File: config.mk
export PLATFORM = sky130hd
export DESIGN_NAME = nrzi_decode
export DESIGN_NICKNAME = d
export VERILOG_FILES = /design/src/rtl/usb_rx_pkg.sv /design/src/rtl/nrzi_line_sync.sv /design/src/rtl/nrzi_decode.sv
export SDC_FILE = /design/constraint.sdc
export NUM_CORES = 1
export LEC_CHECK = 0
export CAP_MARGIN = 0
export CORE_UTILIZATION = 55
export CTS_CLUSTER_SIZE = 10
export DETAILED_ROUTE_END_ITERATION = 10
export HOLD_SLACK_MARGIN = 0.1
export PLACE_DENSITY = 0.76
export REMOVE_ABC_BUFFERS = 1
export SKIP_CTS_REPAIR_TIMING = 1
export SYNTH_ARGS = -nofsm -noshare
export SYNTH_HDL_FRONTEND = slang
export SYNTH_SLANG_ARGS = --single-unit
File: constraint.sdc
create_clock -name clk -period 3.25 [get_ports clk]
set_clock_uncertainty 0.1 [all_clocks]
set_input_delay 0.325 -clock clk [delete_from_list [all_inputs] [get_ports clk]]
set_output_delay 0.325 -clock clk [all_outputs]
set_load 0.005 [all_outputs]
File: src/rtl/usb_rx_pkg.sv
// Shared USB full-speed receive definitions: line states, receiver FSM states,
// default bit timing and the raw-pin line classifier used by the RX front end.
package usb_rx_pkg;

    typedef enum logic [1:0] {
        LINE_J,
        LINE_K,
        LINE_SE0,
        LINE_SE1
    } line_t;

    typedef enum logic [1:0] {
        IDLE,
        ACTIVE,
        SE0_SEEN,
        WAIT_IDLE
    } rx_state_t;

    localparam int CLKS_PER_BIT_DEF = 8;
    localparam int SAMPLE_POINT_DEF = 3;
    localparam int STUFF_LIMIT_DEF  = 6;

    function automatic line_t classifyLine(input logic dp, input logic dm);
        line_t l;
        case ({dp, dm})
            2'b10:   l = LINE_J;
            2'b01:   l = LINE_K;
            2'b00:   l = LINE_SE0;
            default: l = LINE_SE1;
        endcase
        return l;
    endfunction

endpackage

File: src/rtl/nrzi_line_sync.sv
// Two-flop synchronizer for the raw D+/D- pads plus classification of the
// synchronized pair into a line state; resets to the idle J state.
module nrzi_line_sync
    import usb_rx_pkg::*;
(
    input  logic  clk,
    input  logic  rst,
    input  logic  i_dPlus,
    input  logic  i_dMinus,
    output line_t o_line
);

    logic [1:0] r_meta;
    logic [1:0] r_sync;

    // Both flops reset to J so a reset never looks like a line transition.
    always_ff @(posedge clk) begin
        if (rst) begin
            r_meta <= 2'b10;
            r_sync <= 2'b10;
        end else begin
            r_meta <= {i_dPlus, i_dMinus};
            r_sync <= r_meta;
        end
    end

    assign o_line = classifyLine(r_sync[1], r_sync[0]);

endmodule

File: src/rtl/nrzi_decode.sv
// USB full-speed receive front end: oversampled bit recovery with J/K resync,
// NRZI decode, bit unstuffing and EOP / error detection.
module nrzi_decode
    import usb_rx_pkg::*;
#(
    parameter int CLKS_PER_BIT = CLKS_PER_BIT_DEF,
    parameter int SAMPLE_POINT = SAMPLE_POINT_DEF,
    parameter int STUFF_LIMIT  = STUFF_LIMIT_DEF
) (
    input  logic clk,
    input  logic rst,
    input  logic d_plus,
    input  logic d_minus,
    output logic d_orig,
    output logic bit_valid,
    output logic eop,
    output logic rx_err,
    output logic rx_active
);

    localparam int TW = (CLKS_PER_BIT > 1) ? $clog2(CLKS_PER_BIT) : 1;
    localparam int OW = $clog2(STUFF_LIMIT + 1);

    line_t          w_line;
    line_t          r_lineDly;
    line_t          r_prevLine;
    line_t          w_prevLineNext;
    rx_state_t      r_state;
    rx_state_t      w_stateNext;
    logic [TW-1:0]  r_timer;
    logic [TW-1:0]  w_timer;
    logic [TW-1:0]  w_timerNext;
    logic [TW-1:0]  r_jCnt;
    logic [TW-1:0]  w_jCntNext;
    logic [OW-1:0]  r_onesCnt;
    logic [OW-1:0]  w_onesCntNext;
    logic           r_dOrig;
    logic           r_bitValid;
    logic           r_eop;
    logic           r_rxErr;
    logic           w_dOrigNext;
    logic           w_bitValidNext;
    logic           w_eopNext;
    logic           w_rxErrNext;
    logic           w_jkChange;
    logic           w_sample;
    logic           w_bitVal;

    nrzi_line_sync u_sync (
        .clk      (clk),
        .rst      (rst),
        .i_dPlus  (d_plus),
        .i_dMinus (d_minus),
        .o_line   (w_line)
    );

    // The cycle in which a J<->K edge first appears counts as timer 0.
    assign w_jkChange  = ((w_line == LINE_J) && (r_lineDly == LINE_K)) ||
                         ((w_line == LINE_K) && (r_lineDly == LINE_J));
    assign w_timer     = ((r_state == IDLE) || w_jkChange) ? '0 : r_timer;
    assign w_timerNext = (w_timer == TW'(CLKS_PER_BIT - 1)) ? '0 : w_timer + 1'b1;
    assign w_sample    = (w_timer == TW'(SAMPLE_POINT));
    assign w_bitVal    = (w_line == r_prevLine);

    always_comb begin
        w_stateNext    = r_state;
        w_prevLineNext = r_prevLine;
        w_onesCntNext  = r_onesCnt;
        w_jCntNext     = '0;
        w_dOrigNext    = 1'b0;
        w_bitValidNext = 1'b0;
        w_eopNext      = 1'b0;
        w_rxErrNext    = 1'b0;

        unique case (r_state)
            IDLE: begin
                w_prevLineNext = LINE_J;
                w_onesCntNext  = '0;
                if (w_line == LINE_K) begin
                    w_stateNext = ACTIVE;
                end
            end

            ACTIVE: begin
                if (w_sample) begin
                    case (w_line)
                        LINE_J, LINE_K: begin
                            w_prevLineNext = w_line;
                            if (r_onesCnt == OW'(STUFF_LIMIT)) begin
                                // A full run of ones must be followed by a stuffed 0.
                                w_onesCntNext = '0;
                                if (w_bitVal) begin
                                    w_rxErrNext = 1'b1;
                                    w_stateNext = WAIT_IDLE;
                                end
                            end else begin
                                w_dOrigNext    = w_bitVal;
                                w_bitValidNext = 1'b1;
                                w_onesCntNext  = w_bitVal ? r_onesCnt + 1'b1 : '0;
                            end
                        end
                        LINE_SE0: w_stateNext = SE0_SEEN;
                        default: begin
                            w_rxErrNext = 1'b1;
                            w_stateNext = WAIT_IDLE;
                        end
                    endcase
                end
            end

            SE0_SEEN: begin
                if (w_sample) begin
                    case (w_line)
                        LINE_SE0: w_stateNext = SE0_SEEN;
                        LINE_J: begin
                            w_eopNext      = 1'b1;
                            w_prevLineNext = LINE_J;
                            w_onesCntNext  = '0;
                            w_stateNext    = IDLE;
                        end
                        default: begin
                            w_rxErrNext = 1'b1;
                            w_stateNext = WAIT_IDLE;
                        end
                    endcase
                end
            end

            WAIT_IDLE: begin
                // Require a full bit time of uninterrupted J before rearming.
                if (w_line == LINE_J) begin
                    if (r_jCnt == TW'(CLKS_PER_BIT - 1)) begin
                        w_stateNext = IDLE;
                    end else begin
                        w_jCntNext = r_jCnt + 1'b1;
                    end
                end
            end

            default: w_stateNext = IDLE;
        endcase
    end

    always_ff @(posedge clk) begin
        if (rst) begin
            r_state    <= IDLE;
            r_lineDly  <= LINE_J;
            r_prevLine <= LINE_J;
            r_timer    <= '0;
            r_jCnt     <= '0;
            r_onesCnt  <= '0;
            r_dOrig    <= 1'b0;
            r_bitValid <= 1'b0;
            r_eop      <= 1'b0;
            r_rxErr    <= 1'b0;
        end else begin
            r_state    <= w_stateNext;
            r_lineDly  <= w_line;
            r_prevLine <= w_prevLineNext;
            r_timer    <= (w_stateNext == IDLE) ? '0 : w_timerNext;
            r_jCnt     <= w_jCntNext;
            r_onesCnt  <= w_onesCntNext;
            r_dOrig    <= w_dOrigNext;
            r_bitValid <= w_bitValidNext;
            r_eop      <= w_eopNext;
            r_rxErr    <= w_rxErrNext;
        end
    end

    assign d_orig    = r_dOrig;
    assign bit_valid = r_bitValid;
    assign eop       = r_eop;
    assign rx_err    = r_rxErr;
    assign rx_active = (r_state != IDLE);

endmodule

# After elaboration in Yosys (flattened, before gate mapping)
# Cells that the tools add are included.
[classes] shifts=0 n_addsub=3 n_mul=0 mux=33 reduce_logical=19 magnitude_cmp=0 div=0 n_eq_ne=17 n_bitwise=6
[op_table] op="$mux 2" n=11
[op_table] op="$mux 3" n=7
[op_table] op="$pmux 2 s3" n=2
[op_table] op="$logic_not 2->1" n=5
[op_table] op="$add 3x1->3 const B" n=3
[op_table] op="$eq 3x3->1 const B" n=3
[op_table] op="$pmux 3 s3" n=1
[op_table] op="$eq 2x1->1 const B" n=4
[op_table] op="$eq 2x2->1 const B" n=4
[op_table] op="$ne 2x2->1 const B" n=4
[op_table] op="$pmux 2 s2" n=2
[op_table] op="$pmux 2 s4" n=1
[op_table] op="$reduce_or 4->1" n=2
[op_table] op="$mux 1" n=7
[op_table] op="$not 1->1" n=6
[op_table] op="$reduce_or 3->1" n=2
[op_table] op="$reduce_and 5->1" n=1
[op_table] op="$reduce_or 5->1" n=1
[op_table] op="$pmux 1 s2" n=2
[op_table] op="$reduce_or 2->1" n=2
[op_table] op="$eq 3x2->1 const B" n=1
[op_table] op="$reduce_bool 3->1" n=1
[op_table] op="$eq 2x2->1" n=1
[op_table] op="$logic_and 1x1->1" n=2
[op_table] op="other kinds (2)" n=3
[totals] output_inout_bits=5 elab_cells=90 memories=0 mem_bits_ro=0 latchBits=0 ramBits=0 input_bits=4 reg_bits=23

# Logic depth before layout (Yosys ltp)
[logic_depth] ltp_word=12 depth_mapped=13 mapped_depth_nobuf=13

# Modules after synthesis
# A second synthesis with hierarchy kept.
[unflattened] cells_unflattened=126 area_unflattened_um2=1166.1
[by_module_without_submodules] mod="nrzi_decode" seq_area_each_um2=380.4 cells_each=114 area_per_inst_um2=1026.0 n_inst=1
[by_module_without_submodules] mod="nrzi_line_sync" seq_area_each_um2=80.1 cells_each=12 area_per_inst_um2=140.1 n_inst=1

# Worst setup path after synthesis
# Ideal clock, no wire load.
[synth_path] path_type="register to register" start="reg u_sync.r_sync[0]" end="reg r_timer[0]" setup_ns=0.145 setup_slack_ns=0.608 t_arrival_ns=2.397 n_path_buf=0 path_stages_with_launch=14 synth_period_minus_slack_ns=2.642 required_ns=3.005 cell_sequence="dfxtp_1 -> inv_1 -> ha_1 -> mux2i_1 -> nor2_1 -> nor2_1 -> and2_1 -> ha_1 -> ha_1 -> nor2b_1 -> o21ai_0 -> nand2_1 -> o311ai_1 -> a211oi_1"
[synth_between] elab_chain_len=12 elab_cells_between_ends=28 cone_classes="add/sub: 1; eq/ne: 7; mux: 11; reduce/logical: 9"
[synth_lines] element="start: declaration" line="nrzi_line_sync.sv:14" text="logic [1:0] r_sync;"
[synth_lines] element="start signal: assignment" line="nrzi_line_sync.sv:23" text="r_sync <= r_meta;"
[synth_lines] element="$eq 2x1->1 (tied with other cells)" line="usb_rx_pkg.sv:25" text="case ({dp, dm})"
[synth_lines] element="$pmux 2 s3 *" line="usb_rx_pkg.sv:25"
[synth_lines] element="$eq 2x1->1 / $logic_not 2->1 (equally long branches)"
[synth_lines] element="$logic_and 1x1->1 (on tied branches)" line="nrzi_decode.sv:59, nrzi_decode.sv:58"
[synth_lines] element="$logic_or 1x1->1" line="nrzi_decode.sv:58" text="assign w_jkChange = ((w_line == LINE_J) && (r_lineDly == LINE_K)) ||"
[synth_lines] element="$logic_or 1x1->1" line="nrzi_decode.sv:60" text="assign w_timer = ((r_state == IDLE) || w_jkChange) ? '0 : r_timer;"
[synth_lines] element="$mux 3" line="nrzi_decode.sv:60"
[synth_lines] element="$eq 3x2->1" line="nrzi_decode.sv:62" text="assign w_sample = (w_timer == TW'(SAMPLE_POINT));"
[synth_lines] element="$mux 2 (on tied branches)" line="nrzi_decode.sv:112, nrzi_decode.sv:85"
[synth_lines] element="$pmux 2 s4" line="nrzi_decode.sv:75" text="unique case (r_state)"
[synth_lines] element="$logic_not 2->1" line="nrzi_decode.sv:160" text="r_timer <= (w_stateNext == IDLE) ? '0 : w_timerNext;"
[synth_lines] element="$reduce_or 3->1 (no source line)"
[synth_lines] element="end signal: assignment" line="nrzi_decode.sv:160"
[synth_lines] element="end: declaration" line="nrzi_decode.sv:30" text="logic [TW-1:0] r_timer;"
# Mark *: on every way between the ends. The rest lies on a longest branch, timed or not.
# A chain may end at the register's enable or synchronous reset.

# Final worst setup path
[layout_path] start="reg u_sync.r_sync[0]" end="reg r_timer[2]"
# Same word-level chain as after synthesis.

==> out/metrics.json <==
{
  "fin_area_mm2": 0.00133,
  "io_pins": 9,
  "drt_iter0_drc": 12,
  "clk_pin_slew_ps": 130,
  "maxCapViolations": 0,
  "worst_r2r_startpoint": "u_sync.r_sync[0]",
  "ys_warn_count": 0,
  "fin_cells": 166,
  "antenna_found_initial": 0,
  "hold_class": "flip-flop to flip-flop",
  "biggest_fanout_along_the_worst_timing_path": 8,
  "place_area_mm2": 0.00130,
  "synth-edff-count": 0,
  "first_global_vias": 889,
  "power_density_mw_per_mm2": 482,
  "hold_path.startpoint": "u_sync.r_meta[1]",
  "result_of_the_run": "complete, no violations",
  "commonest_cells_in_the_netlist": "sky130_fd_sc_hd__dfxtp_1, sky130_fd_sc_hd__ha_1, sky130_fd_sc_hd__nor2_1, sky130_fd_sc_hd__inv_1, sky130_fd_sc_hd__nand2_1",
  "critPathLaunchType": "flip-flop",
  "yosys_most_used_dff": "sky130_fd_sc_hd__dfxtp_1",
  "grt_util_all_layers": 0.201,
  "dpl_worst_slack_ps": 322,
  "core_area_mm2": 0.00200,
  "setup_viol_count_final": 0,
  "syn-cell-area_mm2": 0.00120,
  "yosysSeqAreaShare": 0.384,
  "diode_insertion_count_for_antenna_repair": 0,
  "synth_compound_gate_area_share": 0.151,
  "synth.ff_latch_count": 23,
  "synthCells": 129,
  "final_hold_viols": 0,
  "min_path_cells": 1,
  "finalWeightedCongestion": 0.887,
  "synthDistinctLibCells": 36,
  "max_slew.worst_pin.slew_ps": 527,
  "post_route_cells_drive_above_1_share": 0.0576,
  "maximum_number_of_pins_on_one_net_before_global_route_repair": 16,
  "unrepaired_setup_endpoints_after_global_routing": "no",
  "post-synth-top-area-cell": "sky130_fd_sc_hd__dfxtp_1",
  "drtAntennaViolNets": 0,
  "timing.setup.tns_ps": 0,
  "setup_slack_ps": 319,
  "clkLatencyLatePin_ps": 310,
  "num-fill-cells": 171,
  "worst_hold_path.endpoint": "u_sync.r_sync[1]",
  "postRouteWirelength_um": 2010,
  "most_common_cell_in_the_netlist": "sky130_fd_sc_hd__dfxtp_1",
  "die_area_mm2": 0.00237,
  "muxShareOfSynthArea": 0.0261,
  "number_of_cells_on_the_worst_reg_to_reg_path": 13,
  "cts_made_buffers": 3,
  "x_dimension_of_the_die_um": 48.7,
  "placed_cells": 162,
  "final_nets": 161,
  "wl_per_cell_um": 12.1,
  "route.vias.total": 912,
  "final_period_minus_worst_setup_slack_ps": 2930,
  "clock_tree.htree_level_count": 1,
  "cts_root_buffer": "sky130_fd_sc_hd__clkbuf_4",
  "synth-async-reset-ratio": 0,
  "avgSynthCellArea_um2": 9.30,
  "max_clock_freq_mhz": 341,
  "initial_core_util": 0.599,
  "synth-simple-area-share": 0.214,
  "reg2reg_setup_slack_ps": 320,
  "p_leak_nw": 0.605,
  "type_of_destination_of_the_critical_path": "flip-flop",
  "grt_overflow_total": 0,
  "post_synth_xor_area_fraction": 0.00730,
  "tritoncts": "yes",
  "row_count": 16,
  "slew_headroom": 0.648,
  "critPathArrivalTime_ps": 3020,
  "grt_first_pass_wirelength_um": 3630,
  "post-route-util": 0.663,
  "fp.dieH_um": 48.7,
  "critical_path_required_ps": 3340,
  "firstDrtPassIters": 4,
  "worst_ir_drop_vdd_mv": 0.322,
  "post_synth_main_area_contributors": "sky130_fd_sc_hd__dfxtp_1, sky130_fd_sc_hd__ha_1, sky130_fd_sc_hd__nor2b_1",
  "synth_top_family_by_area": "simple AND/OR/NAND/NOR gates",
  "synth.top_cell.area_share": 0.384,
  "quantity_of_i_o_buffers_inserted_on_ports": 8,
  "path_class": "flip-flop to flip-flop",
  "slew_violations": 0,
  "detailedPlacementHpwl_um": 1520,
  "drt_drc_violations_left": 0,
  "clock_sinks": 23,
  "viasPerCell": 5.49,
  "rr_endpoint": "r_timer[2]",
  "cts_max_path_buffers": 2,
  "period_share": 0.902,
  "synth_fa_ha_area_frac": 0.177,
  "area.growth.synth_to_final_pct": 10.5
}
[stage by stage]
step	hold slack, ps	total power (W)
after global placement	293	0.000509
after detailed placement	299	0.000514
final	328	0.000640
after global routing	338	0.000684
after floorplan	289	0.000463
after CTS	332	0.000647
[critical path, cell delays in order (launching register included)]
cell and delay, ps:
sky130_fd_sc_hd__dfxtp_1 430, sky130_fd_sc_hd__inv_1 90, sky130_fd_sc_hd__ha_1 260, sky130_fd_sc_hd__mux2i_1 150
sky130_fd_sc_hd__nor2_1 50, sky130_fd_sc_hd__nor2_1 130, sky130_fd_sc_hd__and2_1 170, sky130_fd_sc_hd__ha_1 190
sky130_fd_sc_hd__ha_1 280, sky130_fd_sc_hd__nor2b_1 70, sky130_fd_sc_hd__o21ai_0 210, sky130_fd_sc_hd__nand2_1 80
sky130_fd_sc_hd__o311ai_1 460, sky130_fd_sc_hd__a211oi_1 150
[layer usage]
metal,vias up,GRT usage,part of all wire
li1,466,-,-
met1,425,0.236,0.44
met2,17,0.345,0.50
met3,4,0.0377,0.038
met4,0,0.108,0.020
met5,-,0,0
[sequential cells by signal (all words and copies together), names as in the netlist]
| name | count |
|---|---|
| r_state | 2 |
| r_prevLine | 2 |
| bit_valid | 1 |
| u_sync.r_sync | 2 |
| r_lineDly | 2 |
| rx_err | 1 |
| d_orig | 1 |
| r_timer | 3 |
| u_sync.r_meta | 2 |
| r_onesCnt | 3 |
| r_jCnt | 3 |
| eop | 1 |
[how the worst max path moves through the flow]
| stage | from | end |
|---|---|---|
| after floorplan | u_sync.r_sync[0] | r_timer[0] |
| after global placement | u_sync.r_sync[0] | r_timer[1] |
| after detailed placement | u_sync.r_sync[0] | r_timer[2] |
| after CTS | u_sync.r_sync[0] | r_timer[2] |
| after global routing | u_sync.r_sync[0] | r_timer[2] |
| final | u_sync.r_sync[0] | r_timer[2] |
[where the power goes]
group          total (W)  internal (W)  switching [W]  leakage, nW
clock           0.000132     0.0000461      0.0000859       0.0177
sequential      0.000321      0.000302      0.0000192        0.187
combinational   0.000187     0.0000847       0.000102        0.400
[layout make-up]
cell class | instances | area, um2 | area share
clock buffers | 3 | 22.5 | 0.0170
clock inverters | 1 | 5.00 | 0.00377
well taps | 27 | 33.8 | 0.0255
multi-input cells | 95 | 691 | 0.521
repair buffers | 8 | 80.1 | 0.0604
inverters | 9 | 33.8 | 0.0255
flip-flops and latches | 23 | 460 | 0.347
[cell usage in the layout, fill, tap and decap left out, types with 2 or more instances in the layout]
cell type / netlist / layout
sky130_fd_sc_hd__dfxtp_1: 23 / 23
sky130_fd_sc_hd__ha_1: 17 / 17
sky130_fd_sc_hd__nor2_1: 10 / 10
sky130_fd_sc_hd__inv_1: 9 / 9
sky130_fd_sc_hd__nand2_1: 9 / 9
sky130_fd_sc_hd__clkdlybuf4s50_1: 0 / 8
sky130_fd_sc_hd__nor2b_1: 7 / 7
sky130_fd_sc_hd__o21ai_0: 6 / 6
sky130_fd_sc_hd__and2_1: 5 / 5
sky130_fd_sc_hd__a21oi_1: 5 / 5
sky130_fd_sc_hd__nand2b_1: 3 / 3
sky130_fd_sc_hd__clkbuf_4: 0 / 3
sky130_fd_sc_hd__mux2i_1: 2 / 2
sky130_fd_sc_hd__nor3_1: 2 / 2
sky130_fd_sc_hd__a31oi_1: 2 / 2
sky130_fd_sc_hd__o21a_1: 2 / 2
sky130_fd_sc_hd__nand3_1: 2 / 2
sky130_fd_sc_hd__a211oi_1: 2 / 2
sky130_fd_sc_hd__and3_1: 2 / 2
sky130_fd_sc_hd__or2_2: 2 / 2
sky130_fd_sc_hd__o31ai_1: 2 / 2
[kinds of logic (layout without fill, tap and decap cells)]
group,Yosys count,after routing
XOR/XNOR,1,1
buffers and inverters,11,21
AND/OR/NAND/NOR,47,47
flip-flops,23,23
adder cells (fa/ha/maj),17,17
multiplexers,3,3
AO/OA/AOI/OAI,27,27
No activity file was read; power rests on OpenSTA's default activity.
